### config.mk
export PLATFORM = sky130hd
export DESIGN_NAME = spi_slave_regif_flat
export DESIGN_NICKNAME = d
export VERILOG_FILES = /design/src/rtl/spi_slave_regif_pkg.sv /design/src/rtl/spi_slave_regif_if.sv /design/src/rtl/spi_slave_regif_sync_edge.sv /design/src/rtl/spi_slave_regif.sv /design/src/flat_wrapper.sv
export SDC_FILE = /design/constraint.sdc
export NUM_CORES = 1
export LEC_CHECK = 0
export CORE_ASPECT_RATIO = 0.6
export CORE_UTILIZATION = 52
export DETAILED_ROUTE_END_ITERATION = 12
export PLACE_DENSITY = 0.75
export SLEW_MARGIN = 25
export SYNTH_ARGS = -nofsm -noshare
export SYNTH_HDL_FRONTEND = slang
export SYNTH_HIERARCHICAL = 1
export SYNTH_SLANG_ARGS = --single-unit
### constraint.sdc
create_clock -name sysclk -period 5.9 [get_ports sysclk]
set_clock_uncertainty 0.15 [all_clocks]
set_input_delay 1.18 -clock sysclk [delete_from_list [all_inputs] [get_ports sysclk]]
set_output_delay 1.18 -clock sysclk [all_outputs]
set_load 0.005 [all_outputs]
### src/rtl/spi_slave_regif_pkg.sv
// Shared constants and types for the SPI register-interface slave and its master mock.
package spi_slave_regif_pkg;
  localparam int CMD_BITS             = 8;
  localparam int ADDR_BITS            = 8;
  localparam int PAYLOAD_BITS         = 8;
  localparam int NUM_REGS             = 4;
  localparam int BRIGHTNESS_WIDTH     = 7;
  localparam int MASTER_FRAME_WIDTH   = CMD_BITS + ADDR_BITS + PAYLOAD_BITS;
  localparam int CLKS_PER_MASTER_SCLK = 5;

  localparam logic [7:0] CMD_WRITE   = 8'h02;
  localparam logic [7:0] CMD_READ    = 8'h03;
  localparam logic       CS_ASSERT   = 1'b0;
  localparam logic       CS_DEASSERT = 1'b1;

  typedef enum logic [2:0] {ST_IDLE, ST_CMD, ST_ADDR, ST_DATA, ST_DONE} state_e;

  function automatic int max3(input int a, input int b, input int c);
    int m;
    m = (a > b) ? a : b;
    return (m > c) ? m : c;
  endfunction
endpackage

### src/rtl/spi_slave_regif_if.sv
// SPI pin bundle between the master (ESP32 or mock) and the slave.
interface spi_slave_regif_if;
  logic cs;
  logic sclk;
  logic mosi;
  logic miso;

  modport master (output cs, output sclk, output mosi, input miso);
  modport slave  (input cs, input sclk, input mosi, output miso);
endinterface

### src/rtl/spi_slave_regif_sync_edge.sv
// Two-flop synchronizer for an async pin, with single-cycle rise/fall pulses on the synced level.
module spi_slave_regif_sync_edge (
  input  logic clk,
  input  logic rst_n,
  input  logic d_i,
  output logic lvl_o,
  output logic rise_o,
  output logic fall_o
);
  // [0],[1] form the synchronizer; [2] holds the previous synced level.
  logic [2:0] sh_q;

  always_ff @(posedge clk or negedge rst_n) begin
    if (!rst_n) sh_q <= '0;
    else        sh_q <= {sh_q[1:0], d_i};
  end

  assign lvl_o  = sh_q[1];
  assign rise_o =  sh_q[1] & ~sh_q[2];
  assign fall_o = ~sh_q[1] &  sh_q[2];
endmodule

### src/rtl/spi_slave_regif.sv
// SPI mode-0 slave decoding CMD/ADDR/PAYLOAD frames into register-file writes and reads.
module spi_slave_regif
  import spi_slave_regif_pkg::*;
#(
  parameter int CMD_W  = CMD_BITS,
  parameter int ADDR_W = ADDR_BITS,
  parameter int DATA_W = PAYLOAD_BITS,
  parameter int NREGS  = NUM_REGS,
  parameter int BRI_W  = BRIGHTNESS_WIDTH
) (
  input  logic                 sysclk,
  input  logic                 rst_n,
  spi_slave_regif_if.slave     spi,
  output logic [BRI_W-1:0]     brightness_o,
  output logic                 wr_strobe_o,
  output logic [ADDR_W-1:0]    wr_addr_o,
  output logic [DATA_W-1:0]    wr_data_o,
  output logic                 frame_err_o
);
  localparam int FW = max3(CMD_W, ADDR_W, DATA_W);
  localparam int CW = $clog2(FW) + 1;
  localparam int RI = (NREGS > 1) ? $clog2(NREGS) : 1;
  localparam logic [ADDR_W:0] NREGS_A = (ADDR_W+1)'(NREGS);

  // Pin sync: index 0 = cs, 1 = sclk, 2 = mosi.
  logic [2:0] pin, lvl, rise, fall;
  assign pin = {spi.mosi, spi.sclk, spi.cs};

  spi_slave_regif_sync_edge u_sync [2:0] (
    .clk    (sysclk),
    .rst_n  (rst_n),
    .d_i    (pin),
    .lvl_o  (lvl),
    .rise_o (rise),
    .fall_o (fall)
  );

  logic cs_rise, cs_fall, sclk_rise, sclk_fall, mosi_s;
  assign cs_rise   = rise[0];
  assign cs_fall   = fall[0];
  assign sclk_rise = rise[1];
  assign sclk_fall = fall[1];
  assign mosi_s    = lvl[2];

  logic unused_sync;
  assign unused_sync = ^{lvl[1:0], rise[2], fall[2]};

  state_e                        state_q, state_d;
  logic [CW-1:0]                 bit_cnt_q;
  logic [FW-1:0]                 rx_q, rx_next;
  logic                          rd_q, tx_load_q;
  logic [ADDR_W-1:0]             addr_q;
  logic [DATA_W-1:0]             tx_q;
  logic [NREGS-1:0][DATA_W-1:0]  regs_q;
  logic                          wr_strobe_q, frame_err_q;
  logic [ADDR_W-1:0]             wr_addr_q;
  logic [DATA_W-1:0]             wr_data_q;
  logic [BRI_W-1:0]              bri_q;

  logic field_last, cmd_ok, addr_ok, in_frame;
  logic shift_en, frame_end, wr_en, err;

  assign rx_next  = {rx_q[FW-2:0], mosi_s};
  assign cmd_ok   = (rx_next[CMD_W-1:0] == CMD_W'(CMD_WRITE)) ||
                    (rx_next[CMD_W-1:0] == CMD_W'(CMD_READ));
  assign addr_ok  = ({1'b0, addr_q} < NREGS_A);
  assign in_frame = (state_q == ST_CMD) || (state_q == ST_ADDR) || (state_q == ST_DATA);

  always_comb begin
    field_last = 1'b0;
    case (state_q)
      ST_CMD:  field_last = (bit_cnt_q == CW'(CMD_W - 1));
      ST_ADDR: field_last = (bit_cnt_q == CW'(ADDR_W - 1));
      ST_DATA: field_last = (bit_cnt_q == CW'(DATA_W - 1));
      default: field_last = 1'b0;
    endcase
  end

  // FSM: state register
  always_ff @(posedge sysclk or negedge rst_n) begin
    if (!rst_n) state_q <= ST_IDLE;
    else        state_q <= state_d;
  end

  // FSM: next state. A final data rise wins over a simultaneous cs rise.
  always_comb begin
    state_d = state_q;
    case (state_q)
      ST_IDLE: if (cs_fall) state_d = ST_CMD;
      ST_CMD: begin
        if (cs_rise)                       state_d = ST_IDLE;
        else if (sclk_rise && field_last)  state_d = cmd_ok ? ST_ADDR : ST_DONE;
      end
      ST_ADDR: begin
        if (cs_rise)                       state_d = ST_IDLE;
        else if (sclk_rise && field_last)  state_d = ST_DATA;
      end
      ST_DATA: begin
        if (sclk_rise && field_last)       state_d = cs_rise ? ST_IDLE : ST_DONE;
        else if (cs_rise)                  state_d = ST_IDLE;
      end
      ST_DONE: if (cs_rise) state_d = ST_IDLE;
      default: state_d = ST_IDLE;
    endcase
  end

  // FSM: outputs
  always_comb begin
    shift_en  = sclk_rise && in_frame && !(cs_rise && state_q != ST_DATA);
    frame_end = (state_q == ST_DATA) && sclk_rise && field_last;
    wr_en     = frame_end && !rd_q && addr_ok;
    err       = (cs_rise && in_frame && !frame_end) ||
                ((state_q == ST_CMD) && !cs_rise && sclk_rise && field_last && !cmd_ok) ||
                (frame_end && !rd_q && !addr_ok);
  end

  always_ff @(posedge sysclk or negedge rst_n) begin
    if (!rst_n) begin
      bit_cnt_q <= '0;
      rx_q      <= '0;
      rd_q      <= 1'b0;
      addr_q    <= '0;
      tx_q      <= '0;
      tx_load_q <= 1'b0;
    end else begin
      if (state_q == ST_IDLE && cs_fall) begin
        bit_cnt_q <= '0;
        rx_q      <= '0;
        rd_q      <= 1'b0;
        tx_q      <= '0;
        tx_load_q <= 1'b0;
      end else if (shift_en) begin
        rx_q      <= rx_next;
        bit_cnt_q <= field_last ? '0 : bit_cnt_q + 1'b1;
        if (state_q == ST_CMD && field_last)
          rd_q <= (rx_next[CMD_W-1:0] == CMD_W'(CMD_READ));
        if (state_q == ST_ADDR && field_last) begin
          addr_q    <= rx_next[ADDR_W-1:0];
          tx_load_q <= rd_q;
        end
      end
      // First fall in DATA presents the read word's MSB; later falls shift.
      if (state_q == ST_DATA && sclk_fall) begin
        if (tx_load_q) begin
          tx_q      <= addr_ok ? regs_q[addr_q[RI-1:0]] : '0;
          tx_load_q <= 1'b0;
        end else begin
          tx_q <= {tx_q[DATA_W-2:0], 1'b0};
        end
      end
    end
  end

  always_ff @(posedge sysclk or negedge rst_n) begin
    if (!rst_n) begin
      regs_q      <= '0;
      wr_strobe_q <= 1'b0;
      wr_addr_q   <= '0;
      wr_data_q   <= '0;
      frame_err_q <= 1'b0;
      bri_q       <= '0;
    end else begin
      wr_strobe_q <= wr_en;
      frame_err_q <= err;
      bri_q       <= regs_q[0][BRI_W-1:0];
      if (wr_en) begin
        regs_q[addr_q[RI-1:0]] <= rx_next[DATA_W-1:0];
        wr_addr_q              <= addr_q;
        wr_data_q              <= rx_next[DATA_W-1:0];
      end
    end
  end

  assign spi.miso     = (state_q == ST_DATA && rd_q && spi.cs == CS_ASSERT) ? tx_q[DATA_W-1] : 1'b0;
  assign brightness_o = bri_q;
  assign wr_strobe_o  = wr_strobe_q;
  assign wr_addr_o    = wr_addr_q;
  assign wr_data_o    = wr_data_q;
  assign frame_err_o  = frame_err_q;
endmodule

### src/flat_wrapper.sv
// flat-port wrapper written by rule: the top's interface ports become plain ports
module spi_slave_regif_flat import spi_slave_regif_pkg::*;
#(
  parameter int CMD_W  = CMD_BITS,
  parameter int ADDR_W = ADDR_BITS,
  parameter int DATA_W = PAYLOAD_BITS,
  parameter int NREGS  = NUM_REGS,
  parameter int BRI_W  = BRIGHTNESS_WIDTH
)
  (sysclk, rst_n, brightness_o, wr_strobe_o, wr_addr_o, wr_data_o, frame_err_o, spi_cs, spi_sclk, spi_mosi, spi_miso);
  spi_slave_regif_if spi_i ();
  input  logic sysclk;
  input  logic rst_n;
  output logic [BRI_W-1:0] brightness_o;
  output logic wr_strobe_o;
  output logic [ADDR_W-1:0] wr_addr_o;
  output logic [DATA_W-1:0] wr_data_o;
  output logic frame_err_o;
  input wire logic [$bits(spi_i.cs)-1:0] spi_cs;
  input wire logic [$bits(spi_i.sclk)-1:0] spi_sclk;
  input wire logic [$bits(spi_i.mosi)-1:0] spi_mosi;
  output wire logic [$bits(spi_i.miso)-1:0] spi_miso;
  assign spi_i.cs = spi_cs;
  assign spi_i.sclk = spi_sclk;
  assign spi_i.mosi = spi_mosi;
  assign spi_miso = spi_i.miso;
  spi_slave_regif #(.CMD_W(CMD_W), .ADDR_W(ADDR_W), .DATA_W(DATA_W), .NREGS(NREGS), .BRI_W(BRI_W)) u_core (.sysclk(sysclk), .rst_n(rst_n), .spi(spi_i), .brightness_o(brightness_o), .wr_strobe_o(wr_strobe_o), .wr_addr_o(wr_addr_o), .wr_data_o(wr_data_o), .frame_err_o(frame_err_o));
endmodule
# Word-level counts from Yosys, hierarchy flattened
# Cells that the tools add are included.
# W data, S select, Z words.
# op_classes
n_addsub,1
bitwise_logic,10
n_mux,34
eq_ne,11
reduce_logical,41
n_lt_le_gt_ge,3
# ops
op,count
$mux W8,6
$bwmux W32,1
$mux W3,9
$logic_and A1 B1 Y1,22
$bmux W8 S2,1
$demux W8 S2,1
$eq A8 B2 Y1 const B,2
$pmux W3 S5,1
$mux W7,2
$mux W4,3
$mux W1,10
$lt A8 B3 Y1 const B,1
$eq A3 B2 Y1 const B,2
$logic_not A1 Y1,6
$ne A3 B2 Y1 const B,2
$not A1 Y1,6
$reduce_and A3 Y1,2
$reduce_bool A2 Y1,3
$logic_or A1 B1 Y1,5
$add A4 B1 Y4 const B,1
$and A1 B1 Y1,4
$eq A4 B3 Y1 const B,1
$eq A3 B1 Y1 const B,1
$eq A3 B3 Y1 const B,1
other kinds (7),7
# totals
wordCells,119
in_bits,5
ff_bits,97

# Logic depth before layout (Yosys ltp)
# Gate-level depths: netlist (run 1).
# logic_depth
ltp_word,9
ltp_mapped,8
depth_no_buf,6

# Modules after synthesis
# Netlist (run 1), hierarchy kept.
# by_module_without_submodules
module,seq_area_each_um2,n_inst,area_per_inst_um2,cells_each
spi_slave_regif,2227.1,1,3862.5,295
spi_slave_regif_sync_edge,75.1,3,90.1,5

# Worst setup path after synthesis (run 1)
# Ideal clock, no wire load.
# synth_path
path_kind,in2out
start,in spi_cs
end,out spi_miso
arrival_time_ns,1.384
path_slack_ns,3.186
path_stages,1
path_cell_list,nor3_1
# synth_via
elab_chain_cells,3
# synth_rtl
item,line_no,rtl
from (decl),flat_wrapper.sv:19,input wire logic [$bits(spi_i.cs)-1:0] spi_cs;
$not A1 Y1,spi_slave_regif.sv:174,assign spi.miso = (state_q == ST_DATA && rd_q && spi.cs == CS_ASSERT) ? tx_q[DATA_W-1] : 1'b0;
$logic_and A1 B1 Y1,spi_slave_regif.sv:174,
$mux W1,spi_slave_regif.sv:174,
to (decl),flat_wrapper.sv:22,output wire logic [$bits(spi_i.miso)-1:0] spi_miso;
# Every way passes these cells.

# Worst setup path after layout (run 1)
# Ends and elaborated chain as after synthesis.

==> impl_metrics.csv, run 1 <==
group,metric,value,unit
timing,finalSetupViolations,0,
clock_tree,cts_root_buf,"clkbuf_16",
timing,tightest_slew,0.852,ns
clock_tree,hold_buffers,0,
clock_tree,clkSlewWorstSetupHoldPaths,0.07,ns
power,p_per_area,312,nW/µm²
timing,worst_slack,2.26,ns
power,ir_worst_vdd,0.000162,V
detailed_routing,drt-total-wl,7830,µm
finish,area_growth,16.7,%
detailed_routing,dr.pass1.iters,4,
critical_path,rrSetupSlack,2.77,ns
die,num_rows,24,
hold_path,worst_hold_path_type,"reg2reg",
power,swShare,25.2,%
grt,grt_max_degree,51,
clock_tree,cts.sinks,97,
yosys,synth_area,4090,µm²
run,drv_cap,0,
power,p_int,1110,µW
grt,grt_pass1_vias,2455,
yosys,syn_area_per_cell,13.3,µm²
detailed_routing,viasPerCell,5.65,
grt,grtUsageTotal,21.5,%
placed_design,dp_hpwl,5120,µm
critical_path,critPathTopFamily,"buffers and inverters",
detailed_routing,wire_per_inst,17.8,µm
die,die_w,117,µm
clock_tree,cts_made_buffers,9,
timing,grt_setup_unrepaired,"false",
timing,fin_hold_ws,0.206,ns
timing,slew_violations,0,
power,leakage,0.00224,µW
grt,grt.overflow.total,0,
timing,max_freq,275,MHz
timing,fin_crit_sh,61.7,%
timing,hold_violations,0,
detailed_routing,drc,0,
die,core,7450,µm²
power,combPwrFrac,8.2,%
placed_design,port_buffers,30,
yosys,synth_warnings,6,
die,dieArea,8240,µm²
critical_path,crit_path_max_incr_delay,0.52,ns
die,ios,31,
grt,antenna_found_initial,0,
critical_path,slowest_stage,"clkdlybuf4s50_1",
critical_path,cp-end-kind,"primary output",
placed_design,gp_congestion,0.791,
finish,insertedDiodeCount,0,
detailed_routing,drt_iter0_drc,148,
clock_tree,cts_tree,"yes",
finish,drive_above_1_share,27.9,%
detailed_routing,ant_nets,0,
critical_path,worstPathCellList,"clkdlybuf4s50_1, nor3_1, clkdlybuf4s50_1",
clock_tree,htree_levels,3,
critical_path,critPathArrivalTime,2.31,ns
placed_design,dp_slack,2.24,ns
run_status,status,"complete, no violations",
critical_path,crit_type,"in2out",
finish,nNetsFinal,338,
die,start_util,55.0,%
clock_tree,max-clock-path-buffers,2,
timing,slew_headroom,42.4,%
timing,fin_tns_setup,0,ns
critical_path,required,4.57,ns
timing,fin_crit,3.64,ns
yosys,synth_fp_nets,313,
yosys,synthCells,307,
power,clkPwrFrac,42.0,%
clock_tree,clk_latency,0.34,ns
clock_tree,cts-resized-gates,0,
grt,grt_pass1_wl,13000,µm
critical_path,cp.buffers_inverters,2,
critical_path,start_kind,"input port",
die,die_h,70.7,µm
critical_path,crit_top_cell,"clkdlybuf4s50_1",
critical_path,crit_path_max_fanout,2,
detailed_routing,vias,2493,
power,p_sw,375,µW
power,pwr-share-seq,49.9,%
clock_tree,post_cts_buffers,0,
==> power groups by stage <==
stage | sequential [µW] | clock (µW) | combinational [µW]
after floorplan | 719 | 0 | 105
after global placement | 751 | 0 | 115
after detailed placement | 754 | 0 | 120
after CTS | 742 | 642 | 121
after global routing | 750 | 668 | 136
final | 742 | 625 | 121
==> routing by layer <==
| layer | track usage (%) | vias to the layer above | wire length (µm) |
|---|---|---|---|
| li1 | - | 1150 | - |
| met1 | 33.8 | 1277 | 4180 |
| met2 | 28.9 | 62 | 3270 |
| met3 | 5.66 | 4 | 323 |
| met4 | 6.75 | 0 | 47 |
| met5 | 0 | - | 0 |
==> metrics by stage <==
step	area (µm²)	util (%)	instances	total power (µW)
after floorplan	4090	-	307	824
after global placement	4450	59.7	425	865
after detailed placement	4450	59.7	425	873
after CTS	4780	64.1	441	1510
after global routing	4780	64.1	441	1550
final	4780	64.1	441	1490
==> cells in the final DEF (no fill, tap or decap), types with 2 or more instances in the layout <==
master / instances
inv_1: 3
nand3_1: 3
dfrtp_1: 97
nor2b_1: 5
a22o_1: 3
and2_1: 6
o21ai_0: 10
a21oi_1: 3
and2b_2: 2
nor4_1: 2
buf_4: 4
a21o_1: 2
bufinv_16: 2
mux2_2: 50
and3_1: 2
nand2b_1: 3
mux4_2: 8
a22oi_1: 8
nor4b_1: 2
clkdlybuf4s50_1: 29
nand3b_1: 2
nand2_1: 39
nor3_1: 2
nor3b_4: 2
or2_2: 4
nor2_1: 7
clkbuf_16: 9
==> area by class of cell <==
cell class | count | area, µm²
clock buffers | 9 | 225
clock inverters | 7 | 101
fillers | 587 | 2670
inverters | 3 | 11.3
multi-input cells | 188 | 1560
flip-flops and latches | 97 | 2430
well taps | 104 | 130
repair buffers | 33 | 320
==> path summary, 6_finish.rpt <==
| kind | end | cells past startpoint | start |
|---|---|---|---|
| min in group asynchronous | u_core/u_sync[0]/sh_q[0] | 1 | rst_n |
| setup / recovery | spi_miso | 3 | spi_cs |
| hold reg to reg | u_core/u_sync[1]/sh_q[1] | 0 | u_core/u_sync[1]/sh_q[0] |
| setup reg to reg | u_core/regs_q[9] | 5 | u_core/bit_cnt_q[0] |
| max in group asynchronous | u_core/regs_q[9] | 2 | rst_n |
| hold / removal | u_core/u_sync[1]/sh_q[1] | 0 | u_core/u_sync[1]/sh_q[0] |
==> sequential cells by signal (all words and copies together) (netlist names) <==
name	flops
u_core/state_q	3
u_core/addr_q	8
u_core/wr_addr_o	8
u_core/brightness_o	7
u_core/wr_data_o	8
u_core/frame_err_o	1
u_core/tx_q	8
u_core/regs_q	32
u_core/wr_strobe_o	1
u_core/rd_q	1
u_core/tx_load_q	1
u_core/bit_cnt_q	4
u_core/rx_q	7
u_core/u_sync/sh_q	8
Power figures use the tool's default switching activity.
==> run 2: changes to the inputs <==
Settings changed: PLACE_DENSITY 0.75 to 0.78.
Clock period 5.9 ns to 3.25 ns, I/O delays scaled along.
==> run 2 against run 1 <==
Critical path depth grew 1; via count shrank 0.48%; register-to-register slack lost 2.2 ns; combinational power grew 80%; largest power group unchanged; highest routed layer unchanged; utilization shrank 0.35 points; routed wire length grew 1.9%; non-clock buffer count grew 1; die area is the same; sequential share of layout area grew 0.28 points; count of clock-buffer cells in the layout grew 2; clock power grew 57%.
==> impl_metrics.csv, run 2 (synthesis gave the netlist of run 1 again) <==
group,metric,value,unit
die,ios,31,
clock_tree,hold_buffers,0,
timing,grt_setup_unrepaired,"false",
critical_path,crit_type,"reg2out",
die,dieArea,8240,µm²
finish,final_cell_mix,"dfrtp_1, mux2_2, nand2_1, clkdlybuf4s50_1, o21ai_0",
timing,max_freq,349,MHz
grt,grt_max_degree,56,
finish,insertedDiodeCount,0,
power,leakage,0.00222,µW
clock_tree,clkSlewWorstSetupHoldPaths,0.06,ns
critical_path,r2r_end,"u_core/regs_q[8]",
timing,worst_slack,0.387,ns
die,start_util,55.0,%
detailed_routing,drt_iter0_drc,134,
clock_tree,max-clock-path-buffers,2,
critical_path,rrSetupSlack,0.62,ns
power,swShare,26.0,%
grt,antenna_found_initial,0,
placed_design,dp_slack,0.653,ns
grt,grt_pass1_vias,2455,
power,p_int,1890,µW
critical_path,crit_path_max_fanout,16,
clock_tree,clk_latency,0.35,ns
power,ir_worst_vdd,0.000320,V
finish,stdcell_count,442,
hold_path,worst_hold_path_type,"in2async",
detailed_routing,viasPerCell,5.61,
detailed_routing,dr.pass1.iters,4,
timing,hold_violations,0,
critical_path,critPathArrivalTime,2.06,ns
critical_path,required,2.45,ns
clock_tree,cts.sinks,97,
critical_path,cp-end-kind,"primary output",
critical_path,rr_worst_depth,5,
clock_tree,cts_root_buf,"clkbuf_16",
placed_design,gp_congestion,0.781,
timing,fin_crit,2.86,ns
placed_design,dp_hpwl,5330,µm
critical_path,start_kind,"flip-flop",
die,core,7450,µm²
power,clkPwrFrac,38.6,%
finish,seq_area,2430,µm²
timing,tightest_slew,0.816,ns
grt,grt_pass1_wl,13300,µm
finish,largest_register_ffs,32,
timing,fin_crit_sh,88.1,%
die,num_rows,24,
die,die_h,70.7,µm
clock_tree,post_cts_buffers,0,
power,p_sw,663,µW
detailed_routing,vias,2481,
placed_design,port_buffers,30,
power,p_per_area,536,nW/µm²
clock_tree,htree_levels,3,
timing,fin_hold_ws,0.151,ns
power,pwr-share-seq,52.8,%
detailed_routing,drt-total-wl,7980,µm
finish,n_fill_cell,591,
clock_tree,cts_made_buffers,9,
die,die_w,117,µm
detailed_routing,ant_nets,0,
grt,grtUsageTotal,22.5,%
timing,fin_tns_setup,0,ns
detailed_routing,wire_per_inst,18.0,µm
timing,slew_violations,0,
finish,utilization,63.8,%
critical_path,r2r-start,"u_core/bit_cnt_q[0]",
finish,multi_input_area,1560,µm²
grt,grt.overflow.total,0,
finish,regMostFlops,"u_core/regs_q",
clock_tree,cts-resized-gates,0,
detailed_routing,drc,0,
timing,finalSetupViolations,0,
finish,area_growth,16.1,%
run_status,status,"complete, no violations",
clock_tree,cts_tree,"yes",
placed_design,dp_cells,426,
finish,drive_above_1_share,27.8,%
power,combPwrFrac,8.6,%
run,drv_cap,0,
timing,slew_headroom,45.6,%
finish,nNetsFinal,339,
finish,layout_commonest_cell,"dfrtp_1",
==> run 2: power by group through the flow <==
stage | registers (µW) | logic (µW) | clock network [µW]
3_3_place_gp | 1360 | 211 | 0
2_1_floorplan | 1310 | 190 | 0
4_1_cts | 1350 | 220 | 1010
6_report | 1350 | 218 | 984
3_5_place_dp | 1370 | 219 | 0
5_1_grt | 1360 | 245 | 1060
==> run 2: worst max-delay path by stage <==
stage | start | endpoint | slack, ns | cells after the start
floorplan | u_core/bit_cnt_q[0] | u_core/regs_q[10] | 1.05 | 7
global placement | spi_cs | spi_miso | 0.68 | 3
detailed placement | spi_cs | spi_miso | 0.65 | 3
CTS | u_core/state_q[1] | spi_miso | 0.40 | 4
global route | u_core/state_q[1] | spi_miso | 0.24 | 4
finish | u_core/state_q[1] | spi_miso | 0.39 | 4
==> run 2: cell type report <==
class | instances | share of cell area, %
clock buffers | 11 | 5.11
clock inverters | 5 | 0.790
inverters | 3 | 0.237
multi-input cells | 188 | 32.9
flip-flops and latches | 97 | 51.1
well taps | 104 | 2.74
repair buffers | 34 | 7.17
==> run 2: through the flow <==
step / total power, µW / area (µm²)
2_1_floorplan: 1500 / 4090
3_3_place_gp: 1570 / 4470
3_5_place_dp: 1590 / 4470
4_1_cts: 2580 / 4750
5_1_grt: 2660 / 4750
6_report: 2550 / 4750
==> run 2: layer usage <==
metal  track usage, %  share of wire, %
met3             7.54               5.0
met2             30.7                44
met1             34.0                50
met4             6.75               1.1
met5                0                 0
==> run 2: critical path, cell delays in order, from the launching register on <==
cell and delay (ns):
dfrtp_1 0.61, nor2b_1 0.31, nand2_1 0.10, nor3_1 0.18, clkdlybuf4s50_1 0.52
==> run 3: changes to the inputs <==
Settings changed: ABC_AREA from default to 1, RECOVER_POWER from default to 25.
==> run 3 against run 2 <==
Cell count is 42% higher; sequential power hardly changed; fmax hardly changed; worst setup slack better by 0.0011 ns; register-to-register slack better by 0.25 ns; non-clock buffer count is 1 higher; critical path type is now in2out; critical endpoint unchanged.
==> impl_metrics.csv, run 3 <==
group,metric,value,unit
grt,grt.overflow.total,0,
critical_path,r2r_end,"u_core/regs_q[14]",
hold_path,hold_end,"u_core/u_sync[1]/sh_q[1]",
clock_tree,cts.sinks,97,
timing,fin_hold_ws,0.204,ns
critical_path,rrSetupSlack,0.87,ns
hold_path,worstHoldPathCells,0,
clock_tree,hold_buffers,0,
yosys,synthCells,491,
timing,fin_tns_setup,0,ns
run,drv_cap,0,
clock_tree,clkSlewWorstSetupHoldPaths,0.06,ns
power,leakage,0.00244,µW
yosys,syn_area_per_cell,8.52,µm²
critical_path,crit_type,"in2out",
clock_tree,htree_levels,3,
critical_path,r2r-start,"u_core/bit_cnt_q[0]",
hold_path,worst_hold_path_type,"reg2reg",
critical_path,rr_worst_depth,8,
placed_design,dp_slack,0.520,ns
detailed_routing,ant_nets,0,
detailed_routing,drc,0,
timing,tightest_slew,1.43,ns
finish,area_growth,16.2,%
timing,slew_violations,0,
power,p_per_area,552,nW/µm²
yosys,synth_area,4180,µm²
power,ir_worst_vdd,0.000355,V
timing,grt_setup_unrepaired,"false",
die,core,7510,µm²
die,die_w,118,µm
detailed_routing,vias,3443,
timing,fin_crit_sh,88.1,%
critical_path,critPathArrivalTime,2.06,ns
timing,worst_slack,0.388,ns
detailed_routing,wire_per_inst,15.2,µm
grt,grt_max_degree,61,
grt,grt_pass1_wl,16100,µm
critical_path,required,2.45,ns
finish,stdcell_count,628,
clock_tree,cts_tree,"yes",
die,num_rows,24,
placed_design,dp_hpwl,6500,µm
yosys,synth_warnings,6,
critical_path,crit_path_max_fanout,2,
hold_path,hp-start,"u_core/u_sync[1]/sh_q[0]",
timing,hold_violations,0,
placed_design,port_buffers,30,
critical_path,start_kind,"input port",
finish,nNetsFinal,525,
clock_tree,post_cts_buffers,0,
finish,layout_commonest_cell,"nand2_1",
detailed_routing,drt_iter0_drc,388,
placed_design,gp_congestion,0.881,
die,dieArea,8420,µm²
critical_path,cp-end-kind,"primary output",
die,start_util,55.7,%
finish,largest_register_ffs,32,
detailed_routing,dr.pass1.iters,5,
clock_tree,cts-resized-gates,0,
clock_tree,clk_latency,0.34,ns
timing,fin_crit,2.86,ns
finish,regMostFlops,"u_core/regs_q",
run_status,status,"complete, no violations",
detailed_routing,drt-total-wl,9570,µm
timing,slew_headroom,4.73,%
finish,insertedDiodeCount,0,
timing,max_freq,349,MHz
timing,finalSetupViolations,0,
clock_tree,cts_made_buffers,9,
clock_tree,max-clock-path-buffers,2,
detailed_routing,viasPerCell,5.48,
finish,final_cell_mix,"nand2_1, dfrtp_1, nand3_1, nor2_1, inv_1",
grt,grtUsageTotal,25.0,%
die,ios,31,
clock_tree,cts_root_buf,"clkbuf_16",
grt,grt_pass1_vias,3166,
die,die_h,71.5,µm
placed_design,dp_cells,612,
finish,drive_above_1_share,5.34,%
grt,antenna_found_initial,0,
yosys,synth_fp_nets,497,
[run 3: layout make-up]
| class | count | area [µm²] |
|---|---|---|
| Clock buffer | 13 | 250 |
| Clock inverter | 3 | 47.5 |
| Fill cell | 610 | 2650 |
| Inverter | 33 | 124 |
| Multi-Input combinational cell | 343 | 1530 |
| Sequential cell | 97 | 2430 |
| Tap cell | 104 | 130 |
| Timing Repair Buffer | 35 | 345 |
[run 3: through the flow]
| stage | total power (µW) | instance area [µm²] | util [%] |
|---|---|---|---|
| finish | 2680 | 4860 | 64.7 |
| floorplan | 1530 | 4180 | - |
| global route | 2790 | 4860 | 64.7 |
| CTS | 2690 | 4860 | 64.8 |
| detailed placement | 1640 | 4560 | 60.8 |
| global placement | 1630 | 4560 | 60.8 |
[run 3: critical path: stages]
cell	delay [ns]
dlygate4sd3_1	0.56
nor4_1	0.29
clkdlybuf4s50_1	0.56
[run 3: per-layer routing]
metal	vias up	global-route usage [%]	share of wire [%]
met3	9	5.89	9.3
li1	1657	-	-
met5	-	0	0
met2	136	35.1	43
met1	1641	39.0	47
met4	0	6.41	0.74
[run 3: where the power goes]
part / total (µW) / switching [µW] / internal [µW]
registers: 1340 / 83.8 / 1260
clock network: 1060 / 436 / 624
logic: 282 / 196 / 85.5
total: 2680 / 716 / 1970
[run 3: worst max-delay path by stage]
stage / slack [ns] / end / cells past startpoint / from
3_5_place_dp: 0.52 / spi_miso / 3 / spi_cs
4_1_cts: 0.51 / spi_miso / 3 / spi_cs
3_3_place_gp: 0.57 / spi_miso / 3 / spi_cs
2_1_floorplan: 1.50 / spi_miso / 1 / spi_cs
6_report: 0.39 / spi_miso / 3 / spi_cs
5_1_grt: 0.34 / spi_miso / 3 / spi_cs
